<file path="src/rtl/usr_tx_sequencer.sv">
// usr_tx_sequencer: loads a handshaked word into the USR, shifts it right once per bit period
// and frames the USR LSB as start/data/parity/stop on a UART-style line.
module usr_tx_sequencer #(
   parameter int DATA_W     = 8,
   parameter int BAUD_DIV   = 4,
   parameter int PARITY_EN  = 0,
   parameter int PARITY_ODD = 0,
   parameter int STOP_BITS  = 1
) (
   input  logic              CLK,
   input  logic              clear,
   input  logic [DATA_W-1:0] tx_data,
   input  logic              tx_valid,
   output logic              tx_ready,
   output logic [1:0]        usr_select,
   output logic [DATA_W-1:0] usr_data,
   output logic              usr_msb_in,
   input  logic              usr_q_lsb,
   output logic              tx_serial,
   output logic              busy,
   output logic              done
);
   localparam int BW = $clog2(BAUD_DIV);
   localparam int CW = $clog2(DATA_W + 1);
   localparam logic [BW-1:0] BAUD_LAST = BW'(BAUD_DIV - 1);
   localparam logic [CW-1:0] BIT_LAST  = CW'(DATA_W - 1);
   localparam logic [CW-1:0] STOP_LAST = CW'(STOP_BITS - 1);

   typedef enum logic [2:0] {IDLE, LOAD, START, DATA, PARITY, STOP} state_t;

   state_t            state, state_nxt;
   logic [BW-1:0]     baud_cnt, baud_nxt;
   logic [CW-1:0]     bit_cnt, bit_nxt;
   logic [DATA_W-1:0] word;
   logic              par, serial_nxt, done_nxt, baud_last;

   assign baud_last  = baud_cnt == BAUD_LAST;
   assign tx_ready   = state == IDLE;
   assign busy       = state != IDLE;
   assign usr_msb_in = 1'b1;
   assign usr_data   = state == LOAD ? word : '0;
   // one right shift at the head of each data bit period keeps Q[0] one bit ahead of the line
   assign usr_select = state == LOAD ? 2'b11 : (state == DATA && baud_cnt == '0) ? 2'b01 : 2'b00;

   always_comb begin
      state_nxt  = state;
      baud_nxt   = (baud_last || state == IDLE || state == LOAD) ? '0 : baud_cnt + 1'b1;
      bit_nxt    = bit_cnt;
      serial_nxt = tx_serial;
      done_nxt   = 1'b0;
      case (state)
         IDLE: state_nxt = tx_valid ? LOAD : IDLE;
         LOAD: begin
            state_nxt  = START;
            serial_nxt = 1'b0;
         end
         START: if (baud_last) begin
            state_nxt  = DATA;
            bit_nxt    = '0;
            serial_nxt = usr_q_lsb;
         end
         DATA: if (baud_last) begin
            if (bit_cnt == BIT_LAST) begin
               state_nxt  = (PARITY_EN != 0) ? PARITY : STOP;
               bit_nxt    = '0;
               serial_nxt = (PARITY_EN != 0) ? par : 1'b1;
            end else begin
               bit_nxt    = bit_cnt + 1'b1;
               serial_nxt = usr_q_lsb;
            end
         end
         PARITY: if (baud_last) begin
            state_nxt  = STOP;
            bit_nxt    = '0;
            serial_nxt = 1'b1;
         end
         STOP: if (baud_last) begin
            if (bit_cnt == STOP_LAST) begin
               state_nxt = IDLE;
               done_nxt  = 1'b1;
            end else begin
               bit_nxt = bit_cnt + 1'b1;
            end
         end
         default: state_nxt = IDLE;
      endcase
   end

   always_ff @(posedge CLK or negedge clear) begin
      if (!clear) begin
         state     <= IDLE;
         baud_cnt  <= '0;
         bit_cnt   <= '0;
         word      <= '0;
         par       <= 1'b0;
         tx_serial <= 1'b1;
         done      <= 1'b0;
      end else begin
         state     <= state_nxt;
         baud_cnt  <= baud_nxt;
         bit_cnt   <= bit_nxt;
         tx_serial <= serial_nxt;
         done      <= done_nxt;
         if (tx_valid && tx_ready) begin
            word <= tx_data;
            par  <= (^tx_data) ^ (PARITY_ODD != 0);
         end
      end
   end
endmodule

</file>
<file path="config.mk">
export PLATFORM = sky130hd
export DESIGN_NAME = usr_tx_sequencer
export DESIGN_NICKNAME = d
export VERILOG_FILES = /design/src/rtl/usr_tx_sequencer.sv
export SDC_FILE = /design/constraint.sdc
export NUM_CORES = 1
export LEC_CHECK = 0
export CAP_MARGIN = 20
export CORE_UTILIZATION = 47
export DETAILED_ROUTE_END_ITERATION = 12
export HOLD_SLACK_MARGIN = 0.03
export PLACE_DENSITY = 0.77
export SYNTH_ARGS = -nofsm -noshare
export SYNTH_HDL_FRONTEND = slang
export SYNTH_SLANG_ARGS = --single-unit
</file>
<file path="constraint.sdc">
create_clock -name CLK -period 1.9 [get_ports CLK]
set_input_delay 0.285 -clock CLK [delete_from_list [all_inputs] [get_ports CLK]]
set_output_delay 0.285 -clock CLK [all_outputs]
set_load 0.01 [all_outputs]
</file>
[After elaboration in Yosys (flattened, before gate mapping)]
Cells that the tools add are included.
Cells by class
  add/subtract/negate cells: 2
  reductions and logical operators: 14
  muxes and demuxes: 26
  equality and inequality tests: 15
Operators with widths (number)
  two-way mux 4 bit: 5
  two-way mux 3 bit: 6
  case mux 3 bit (6 select lines): 1
  inequality test 2 bit, second input constant: 6
  case mux 4 bit (3 select lines): 1
  two-way mux 1 bit: 9
  two-way mux 8 bit: 1
  == test 3 x 2 -> 1 bit, second input constant: 2
  == test 3 bit, second input constant: 2
  AND reduction 6 bit: 1
  nonzero test 3 bit: 2
  AND reduction 5 bit: 1
  adder 4 x 1 -> 4 bit, second input constant: 1
  == test 4 x 3 -> 1 bit, second input constant: 1
  logical NOT 4 bit: 1
  two-way mux 2 bit: 2
  inequality test 2 x 1 -> 1 bit, second input constant: 2
  case mux 1 bit (4 select lines): 1
  AND reduction 4 bit: 1
  nonzero test 4 bit: 1
  == test 3 x 1 -> 1 bit, second input constant: 1
  logical NOT 3 bit: 1
  adder 2 x 1 -> 2 bit, second input constant: 1
  == test 2 bit, second input constant: 1
  other kinds (4): 6
Storage, ports and cells
  input port bits: 12
  flip-flop bits (word level): 19
  output and inout port bits: 15
  word-level logic and storage cells: 63

[Logic depth before layout (Yosys ltp)]
  depth in word-level cells: 4
  mapped depth: 6
  gate-level depth less buffers: 6

[Worst setup path before layout]
OpenSTA, ideal clock, no wires.
  path kind: reg-to-reg
  start point: reg state[1]
  end point: reg word[0]
  slack: 136 ps
  data arrival time: 1639 ps
  required time: 1775 ps
  library setup time: 125 ps
  buffers on the path: 2
  cell stages (with the launch flop): 7
  period minus slack after synthesis: 1764 ps
  cell sequence: dfrtp_1 -> buf_2 -> or3_1 -> inv_1 -> and2_1 -> buf_4 -> mux2_2
Between the ends
  longest elaborated chain between the ends: 2
Ends and longest elaborated chain
  start, declared: line 31  | state_t state, state_nxt;
  start signal, assigned: line 99  | state <= state_nxt;
  logical NOT 3 bit: line 38  | assign tx_ready = state == IDLE;
  named net tx_ready: line 14  | output logic tx_ready,
  logical AND 1 bit: line 104  | if (tx_valid && tx_ready) begin
  end signal, assigned: line 105  | word <= tx_data;
  end, declared: line 34  | logic [DATA_W-1:0] word;
The timed path passes the listed nets, and every way through them passes these cells.
A chain may end at the register's enable or synchronous reset.

[Final worst setup path]
  start point: reg bit_cnt[0]
  end point: reg bit_cnt[3]
Between the ends
  longest elaborated chain between the ends: 4
  elaborated cells between the ends (all ways): 10
  those cells by class: add/sub: 1; eq/ne: 2; mux: 5; reduce/logical: 2
Ends and longest elaborated chain
  start, declared: line 33  | logic [CW-1:0] bit_cnt, bit_nxt;
  start signal, assigned: line 101  | bit_cnt <= bit_nxt;
  adder 4 x 1 -> 4 bit or == test 4 x 3 -> 1 bit (tied branches): line 68, 82, 63
  two-way mux 4 bit, on equally long branches: line 78, 63
  two-way mux 4 bit, on equally long branches: line 77, 62
  case mux 4 bit (3 select lines): line 51  | case (state)
Several ways; a longest one is shown, not always the timed one. The select of a mux whose other input is x is not followed.

==> impl_metrics.yaml <==
floorplanning:
  die_x_um: 49.0
  coreArea_sq_um: 2020
  dieArea_sq_um: 2400
  row_count: 16
  die_y_um: 49.0
  io_pins: 27
  start_util_pct: 51.4
timing:
  timing.final.hold_violations: 0
  min_period_ns: 1.83
  fin_skew_ns: 0.0127
  fmax_mhz: 545
  fin_crit_sh_pct: 96.5
  setup-tns-final_ns: 0
  slew_viol_final: 0
  setup_viol: 0
  setup_ws_ns: 0.0665
synth:
  synth_top_area_share_pct: 43.4
  yosys-top-cells-area: "dfrtp_1 43%, mux2_2 8.7%, and3_1 5.4%, ha_1 4.8%, inv_1 4.3%"
  yosysTopAreaCell: "dfrtp_1"
  syn_avg_cell_area_sq_um: 10.1
  yosysWarnings: 0
  synth-main-ff-cell: "dfrtp_1"
  synth_cells: 103
  syn_nets: 119
  synth_seq_area_share_pct: 45.9
  ys_ff_latch: 19
  synthDistinctLibCells: 33
  yosysMostFrequentCell: "dfrtp_1"
  synthTopCellsByCount: "18 x dfrtp_1, 12 x inv_1, 9 x and3_1, 8 x mux2_2, 7 x o21ai_0"
  async_reset_ff_share_pct: 100
  synth-edff-count: 0
  syn_area_sq_um: 1040
power:
  cellPowerDensity_nw_per_um2: 843
  ir_worst_vdd_mv: 0.554
  power_mw: 1.16
  cellLeakagePower_nw: 0.717
grt:
  grt_pass1_wl_um: 3620
  grt_max_degree: 20
  grt.overflow.total: 0
  antenna_found_initial: 0
  track_usage_pct: 19.6
  first_global_vias: 852
drt:
  drc: 0
  first_pass_iters: 4
  num_vias: 853
  detail-route-antenna-nets: 0
  wirelength_um: 2190
  drtIter0Drc: 19
  routedWlPerCell_um: 13.5
  post_drt_via_cell_ratio: 5.23
setup_path:
  cpPeakStageDelay_ns: 0.41
  crit_path_start_kind: "flop"
  cp_cell_sequence: "inv_1 > ha_1 > and4bb_1 > o31a_1 > a211o_1 > o311ai_2"
  critPathCaptureType: "flop"
  arrival_ns: 2.04
  cp.required_ns: 2.11
  path_class: "flop to flop"
  cpLargestDelayFamily: "compound AO/OA/AOI/OAI gates"
  crit_path_top_delay_cell: "dfrtp_1"
  cp_max_fo: 5
  critPathBufInv: 1
layout:
  area.growth.synth_to_final_pct: 33.0
  nNetsFinal: 153
  fillers: 157
  drive_above_1_share_pct: 19.9
  n_antenna_cell: 0
  seq_area_sq_um: 477
  multi_input_area_sq_um: 474
cts:
  clockBufferDepth: 2
  cts_root_buffer: "clkbuf_4"
  clock-sinks: 19
  cts_hold_buf: 0
  cts_made_buffers: 3
  clk_latency_ns: 0.30
  cts_tree: "done"
  clk_pin_slew_ns: 0.11
  cts_max_level: 1
outcome:
  status: "completed"
hold_path:
  min_path_type: "primary input to async pin"
placed_design:
  numPortBuffers: 25
  dp_slack_ns: 0.0365
  hpwl_um: 1630
  place_congestion: 0.798
job:
  drv_cap: 0
state kept, by name (all words and copies together) (netlist names):
register and flops:
bit_cnt 4, done 1, state 3, word 8
baud_cnt 2, tx_serial 1
placed cells by master, fill, tap and decap left out, drive strengths merged:
| master | count |
|---|---|
| a211oi | 1 |
| nand3b | 3 |
| nand2b | 2 |
| nor3b | 1 |
| clkdlybuf4s50 | 13 |
| inv | 12 |
| and4bb | 1 |
| clkbuf | 4 |
| ha | 4 |
| maj3 | 1 |
| a222oi | 1 |
| o21ai | 7 |
| nor3 | 1 |
| and2 | 2 |
| o31a | 1 |
| nor2b | 1 |
| conb | 1 |
| buf | 12 |
| or3 | 1 |
| a211o | 1 |
| o211a | 1 |
| dlygate4sd2 | 12 |
| and2b | 1 |
| a21oi | 2 |
| nand2 | 5 |
| nand3 | 2 |
| dfstp | 1 |
| mux2 | 8 |
| o41ai | 1 |
| nor2 | 4 |
| and3 | 9 |
| dfrtp | 18 |
| o311ai | 1 |
| and3b | 1 |
per-layer routing:
metal	GRT usage [%]	vias up	wire, um	share of wire, %
li1	-	414	-	-
met5	0	-	0	0
met2	35.0	23	1160	53
met4	4.90	0	6	0.27
met1	22.7	414	923	42
met3	5.92	2	105	4.8
path summary, 6_finish.rpt:
check                      slack, ns         end  depth (start not counted)        from
max                             0.07  bit_cnt[3]                          6  bit_cnt[0]
min                             0.31     word[3]                          2       clear
max reg2reg                     0.07  bit_cnt[3]                          6  bit_cnt[0]
min reg2reg                     0.51     word[4]                          1     word[4]
max in group asynchronous       1.34   tx_serial                          2       clear
min in group CLK                0.51     word[4]                          1     word[4]
metrics by stage:
step           utilization [%]  hold WS, ns  area, sq um  std cells
6_report                  68.3        0.308         1380        163
5_1_grt                   68.3        0.322         1380        163
4_1_cts                   67.2        0.312         1360        160
3_5_place_dp              66.2        0.467         1340        155
3_3_place_gp              66.2        0.449         1340        155
2_1_floorplan                -      -0.0106         1040        103
where the power goes:
part	leakage (nW)	switching (mW)	total (mW)	internal, mW
logic	0.467	0.203	0.432	0.230
clock network	0.0150	0.119	0.201	0.0818
registers	0.235	0.0492	0.531	0.482
repair_timing:
item | 4_1_cts | 5_1_grt
pin swaps | 0 | 3
endpoints found under the hold margin | 0 | 0
setup endpoints to repair | 12 | 1
resized for setup | 13 | 0
buffers inserted | 1 | 3
layout make-up:
class	count	share of cell area, %
clock buffers	4	1.90
inverters	12	3.26
multi-input cells	64	34.3
flip-flops and latches	19	34.5
well taps	27	2.45
repair buffers	37	23.6
kinds of logic after synthesis:
| group | Yosys count | share of synthesized area, % |
|---|---|---|
| flops | 19 | 45.9 |
| fa+ha+maj | 5 | 5.78 |
| compound gates | 16 | 11.1 |
| mux | 8 | 8.68 |
| other cells | 1 | 0.361 |
| simple gates | 34 | 19.5 |
| buf+inv | 20 | 8.67 |
(Power assumes the default switching activity.)
